[src/rtl/store_buffer.sv]
// -----------------------------------------------------------------------------
// store_buffer
//
// In-order posted-write FIFO between the store alignment stage and the data
// memory bus. The core pushes aligned stores (word address, data, byte mask)
// in one cycle; entries drain to memory over a valid/ready handshake. Only
// `full` throttles the core.
//
// Parameters:
//   DEPTH  number of entries (power of two, >= 2)
//   AW     word-address width (byte address bits [AW+1:2]), AW <= 30
//
// Ports:
//   clk, resetn                 clock (rising edge), async active-low reset
//   push_valid/push_ready       core store handshake
//   push_addr/wdata/wmask       store word address, lane data, byte enables
//   mem_valid/mem_ready         memory write handshake for the head entry
//   mem_addr/wdata/wstrb        head entry (byte address), zero when empty
//   count, empty, full          occupancy status
//   ld_addr, ld_hit             load forwarding hazard check
//
// Optional feature macro: STORE_BUFFER_LD_HAZARD_EN
//   defined     : ld_hit = OR over occupied entries of (entry addr == ld_addr)
//   not defined : ld_hit tied to 0, no comparators built
// -----------------------------------------------------------------------------
module store_buffer #(
  parameter int DEPTH = 4,
  parameter int AW    = 30
) (
  input  logic                       clk,
  input  logic                       resetn,
  input  logic                       push_valid,
  output logic                       push_ready,
  input  logic [AW-1:0]              push_addr,
  input  logic [31:0]                push_wdata,
  input  logic [3:0]                 push_wmask,
  output logic                       mem_valid,
  input  logic                       mem_ready,
  output logic [31:0]                mem_addr,
  output logic [31:0]                mem_wdata,
  output logic [3:0]                 mem_wstrb,
  output logic [$clog2(DEPTH+1)-1:0] count,
  output logic                       empty,
  output logic                       full,
  input  logic [AW-1:0]              ld_addr,
  output logic                       ld_hit
);

  localparam int PW = $clog2(DEPTH);
  localparam int CW = $clog2(DEPTH+1);

  logic [PW-1:0] wr_ptr_r;
  logic [PW-1:0] rd_ptr_r;
  logic [CW-1:0] count_r;

  // Entry storage is deliberately not reset; occupancy comes from count_r.
  logic [AW-1:0] addr_q_r [DEPTH];
  logic [31:0]   data_q_r [DEPTH];
  logic [3:0]    mask_q_r [DEPTH];

  logic empty_s;
  logic full_s;
  logic push_en_s;
  logic pop_en_s;

  // Occupancy flags and handshake qualifiers. A zero-mask push completes its
  // handshake but is not enqueued.
  always_comb begin
    empty_s   = (count_r == CW'(0));
    full_s    = (count_r == CW'(DEPTH));
    push_en_s = push_valid && !full_s && (push_wmask != 4'b0000);
    pop_en_s  = !empty_s && mem_ready;
  end

  assign push_ready = !full_s;
  assign mem_valid  = !empty_s;
  assign count      = count_r;
  assign empty      = empty_s;
  assign full       = full_s;

  // Head entry presented to memory; forced to zero while empty so stale
  // storage never leaks onto the bus.
  always_comb begin
    mem_addr  = 32'h0000_0000;
    mem_wdata = 32'h0000_0000;
    mem_wstrb = 4'b0000;
    if (!empty_s) begin
      mem_addr[AW+1:2] = addr_q_r[rd_ptr_r];
      mem_wdata        = data_q_r[rd_ptr_r];
      mem_wstrb        = mask_q_r[rd_ptr_r];
    end else begin
      mem_addr  = 32'h0000_0000;
      mem_wdata = 32'h0000_0000;
      mem_wstrb = 4'b0000;
    end
  end

  // Pointer and occupancy state. Pointers wrap naturally at DEPTH; full and
  // empty derive from count_r rather than pointer equality.
  always_ff @(posedge clk or negedge resetn) begin
    if (!resetn) begin
      wr_ptr_r <= {PW{1'b0}};
      rd_ptr_r <= {PW{1'b0}};
      count_r  <= {CW{1'b0}};
    end else begin
      if (push_en_s) begin
        wr_ptr_r <= wr_ptr_r + PW'(1);
      end
      if (pop_en_s) begin
        rd_ptr_r <= rd_ptr_r + PW'(1);
      end
      count_r <= count_r + CW'(push_en_s) - CW'(pop_en_s);
    end
  end

  // Entry write port.
  always_ff @(posedge clk) begin
    if (push_en_s) begin
      addr_q_r[wr_ptr_r] <= push_addr;
      data_q_r[wr_ptr_r] <= push_wdata;
      mask_q_r[wr_ptr_r] <= push_wmask;
    end
  end

`ifdef STORE_BUFFER_LD_HAZARD_EN
  // Load hazard: entry i is occupied when its distance from the head is below
  // count_r. The head (even if popping this cycle) is included.
  always_comb begin
    logic [PW-1:0] off_s;
    logic          occ_s;
    ld_hit = 1'b0;
    off_s  = {PW{1'b0}};
    occ_s  = 1'b0;
    for (int i = 0; i < DEPTH; i++) begin
      off_s  = PW'(i) - rd_ptr_r;
      occ_s  = (CW'(off_s) < count_r);
      ld_hit = ld_hit | (occ_s && (addr_q_r[i] == ld_addr));
    end
  end
`else
  // No forwarding check; the core drains the buffer before issuing loads.
  // ld_addr stays referenced but the expression reduces to a constant 0.
  assign ld_hit = 1'b0 & (^ld_addr);
`endif

endmodule
[config.mk]
export PLATFORM = sky130hd
export DESIGN_NAME = store_buffer
export DESIGN_NICKNAME = d
export VERILOG_FILES = /design/src/rtl/store_buffer.sv
export SDC_FILE = /design/constraint.sdc
export NUM_CORES = 1
export LEC_CHECK = 0
export CAP_MARGIN = 40
export CORE_ASPECT_RATIO = 1.2
export CORE_MARGIN = 4
export CORE_UTILIZATION = 53
export DETAILED_ROUTE_END_ITERATION = 8
export GPL_TIMING_DRIVEN = 0
export PLACE_DENSITY = 0.82
export SLEW_MARGIN = 10
export SYNTH_ARGS = -nofsm -noshare
export SYNTH_HDL_FRONTEND = slang
export SYNTH_SLANG_ARGS = --single-unit
[constraint.sdc]
create_clock -name clk -period 3.1 [get_ports clk]
set_input_delay 0.62 -clock clk [delete_from_list [all_inputs] [get_ports clk]]
set_output_delay 0.62 -clock clk [all_outputs]
set_load 0.01 [all_outputs]
==> flow_summary_export.csv <==
group,metric,value,unit
status,status,"complete, no violations",
synthesis,yosysWarnings,0,
synthesis,synth-edff-count,264,
placement,gp_congestion,0.712,
routing,drt_first_pass_iters,5,
setup_path,crit_path_max_fanout,10,
synthesis,yosysUniqueCellTypes,22,
die,die_w,136,microns
routing,wirelength,20200,microns
pwr,irDropWorstVdd,650,uV
cells_and_area,antenna_cells,0,
synthesis,ys_seq_area_frac,0.777,
clock_tree,cts.sinks,271,
cells_and_area,fillers,1221,
die,die_area,22000,sq um
setup_path,end_kind,"primary output",
pwr,leakagePower,4.54,nW
synthesis,synthXorXnorAreaFrac,0.00420,
routing,remaining_drc_errors,0,
die,start_util,0.545,
die,fp-row-count,55,
synthesis,synth_common_cells,"264 x edfxtp_1, 71 x and2_1, 66 x mux4_2",
grt,grt_pass1_vias,5632,
setup_path,setup.worst_path.class,"register to primary output",
setup_path,cp.required,2480,ps
grt,gr-total-overflow,0,
sta,setup_tns,0,ps
synthesis,synthMuxAreaShare,0.144,
cells_and_area,areaGrowthSynthToFinish,26.3,%
pwr,powerDensity,979,nW/um^2
die,die_h,162,microns
cells_and_area,final_nets,748,
setup_path,start_kind,"register",
synthesis,yosys.cell_count.top_type,"edfxtp_1",
sta,fin_skew,6.06,ps
synthesis,synth_seq_cells,271,
sta,setup-violations-final,0,
clock_tree,numCtsBuffers,25,
sta,finalCriticalPeriod,3050,ps
synthesis,syn_avg_cell_area,22.6,sq um
sta,slew_violations,0,
sta,rsz0062_at_grt,"true",
routing,vias,5077,
synthesis,yosysTopAreaCell,"edfxtp_1",
cells_and_area,drive_gt1_frac,0.214,
sta,setup_slack,46.8,ps
clock_tree,cts_tree,"done",
sta,period_share,0.985,
placement,hpwl,12900,microns
sta,max-slew-margin-rel,0.621,
placement,pre_cts_slack,-128,ps
placement,io_buffer_count,142,
clock_tree,h-tree-depth,1,
grt,grt_use_total,0.187,
synthesis,synthAdderAreaFrac,0.00912,
clock_tree,insertion_delay,510,ps
sta,timing.hold.ws,376,ps
clock_tree,clk_pin_slew_worst_paths,60,ps
die,core_area,19100,sq um
worst_hold_path,hp-class,"input pin to asynchronous set/reset pin",
synthesis,syn-instance-count,462,
grt,antenna_found_initial,0,
sta,worstMarginPinSlew,567,ps
synthesis,synthTopCellsByArea,"edfxtp_1 76%, mux4_2 14%, and2_1 4.3%, dfrtp_1 1.7%, ha_1 0.72%",
synthesis,synth_compound_area_frac,0.000840,
synthesis,synth-simple-area-share,0.0448,
routing,drt_iter0_drc,376,
grt,grt_max_degree,37,
routing,ant_nets,0,
synthesis,ys_async_sr_fraction,0.0258,
setup_path,arrival,2430,ps
clock_tree,root_buffer,"clkbuf_16",
synthesis,synth_top_family_by_area,"multiplexers",
grt,grt_pass1_wl,31400,microns
routing,routed_via_density,5.55,
synthesis,synth-main-ff-cell,"edfxtp_1",
clock_tree,cts.path.max_buffers,3,
synthesis,netlist.area_leader.share,0.760,
die,ios,176,
routing,wl_per_cell,22.1,microns
sta,finalHoldViolCount,0,
synthesis,synth_area,10400,sq um
setup_path,reg2reg_slack,510,ps
job,drv_cap,0,
sta,fmax,0.328,GHz
-- critical path, stage by stage (launching register included) --
cell and delay, ps:
dfrtp_1 340, buf_6 130, buf_4 250, mux4_2 530
and2_1 190, clkdlybuf4s50_1 480
-- layer usage --
layer / up-vias / wire [microns] / global-route usage / share of wire
met5: - / 0 / 0 / 0
met4: 0 / 324 / 0.0495 / 0.016
met3: 27 / 1040 / 0.0288 / 0.052
met2: 159 / 10900 / 0.328 / 0.54
met1: 2669 / 7890 / 0.247 / 0.39
li1: 2222 / - / - / -
-- area by class of cell --
class	instances	area, sq um	share of cell area
sequential	271	8100	0.615
multi-input combinational	159	2140	0.162
timing repair buffer	153	1600	0.121
clock buffer	27	633	0.0481
tap	256	320	0.0243
buffer	23	205	0.0156
clock inverter	18	141	0.0107
inverter	8	30.0	0.00228
-- power breakdown --
| part | switching [mW] | internal [mW] |
|---|---|---|
| Sequential | 0.185 | 4.80 |
| Combinational | 2.21 | 2.78 |
| Clock | 1.26 | 1.64 |
| Total | 3.66 | 9.23 |
-- cells by family after synthesis --
| logic type | after synthesis |
|---|---|
| DFF | 271 |
| and+or+nand+nor | 76 |
| muxes | 67 |
| buffers and inverters | 34 |
| adders and majority gates | 7 |
| xor gates and xnor gates | 5 |
| other | 1 |
| AOI/OAI and AO/OA | 1 |
-- path summary, 6_finish.rpt --
kind / start / to / cells past startpoint
worst max-delay path: rd_ptr_r[0] / mem_addr[2] / 5
max in group asynchronous: resetn / count[0] / 1
min in group clk: wr_ptr_r[1] / wr_ptr_r[1] / 1
worst max register to register: count[1] / count[2] / 9
worst min-delay path: resetn / count[1] / 1
worst min register to register: wr_ptr_r[1] / wr_ptr_r[1] / 1
-- cell usage in the layout, fill, tap and decap left out --
master	n
nand3_1	1
dlygate4sd2_1	1
clkinv_2	7
nand2_1	1
clkbuf_8	1
xnor2_1	4
clkinv_1	6
buf_6	2
mux2_2	1
xor2_1	1
mux4_2	66
buf_12	7
and2_4	4
clkbuf_4	2
clkinvlp_4	2
clkinv_4	1
or3_4	1
buf_2	3
dlymetal6s2s_1	18
o41ai_1	1
dfrtp_2	1
ha_1	6
bufinv_16	2
edfxtp_1	264
inv_1	8
clkdlybuf4s50_1	123
nor2_1	2
conb_1	3
clkbuf_16	25
buf_4	16
and2_1	67
fa_1	1
clkbuf_1	5
dfrtp_1	6
-- flip-flops by register name (all words and copies together), names as in the netlist --
signal    count
addr_q_r    120
count         3
data_q_r    128
mask_q_r     16
rd_ptr_r      2
wr_ptr_r      2
-- through the flow --
stage                      util  instances  area [sq um]  power, mW
after floorplan               -        464         10400       7.78
after global placement    0.637        862         12200       9.95
after detailed placement  0.641        866         12300       10.1
after CTS                 0.686        915         13100       13.1
after global routing      0.688        915         13200       13.5
final                     0.688        915         13200       12.9
-- repair_timing --
item	in CTS	in global routing
buffers inserted	7	0
resized for setup	15	21
setup endpoints to repair	67	48
pin swaps	1	1
hold buffers	0	0
(Power assumes the default switching activity.)
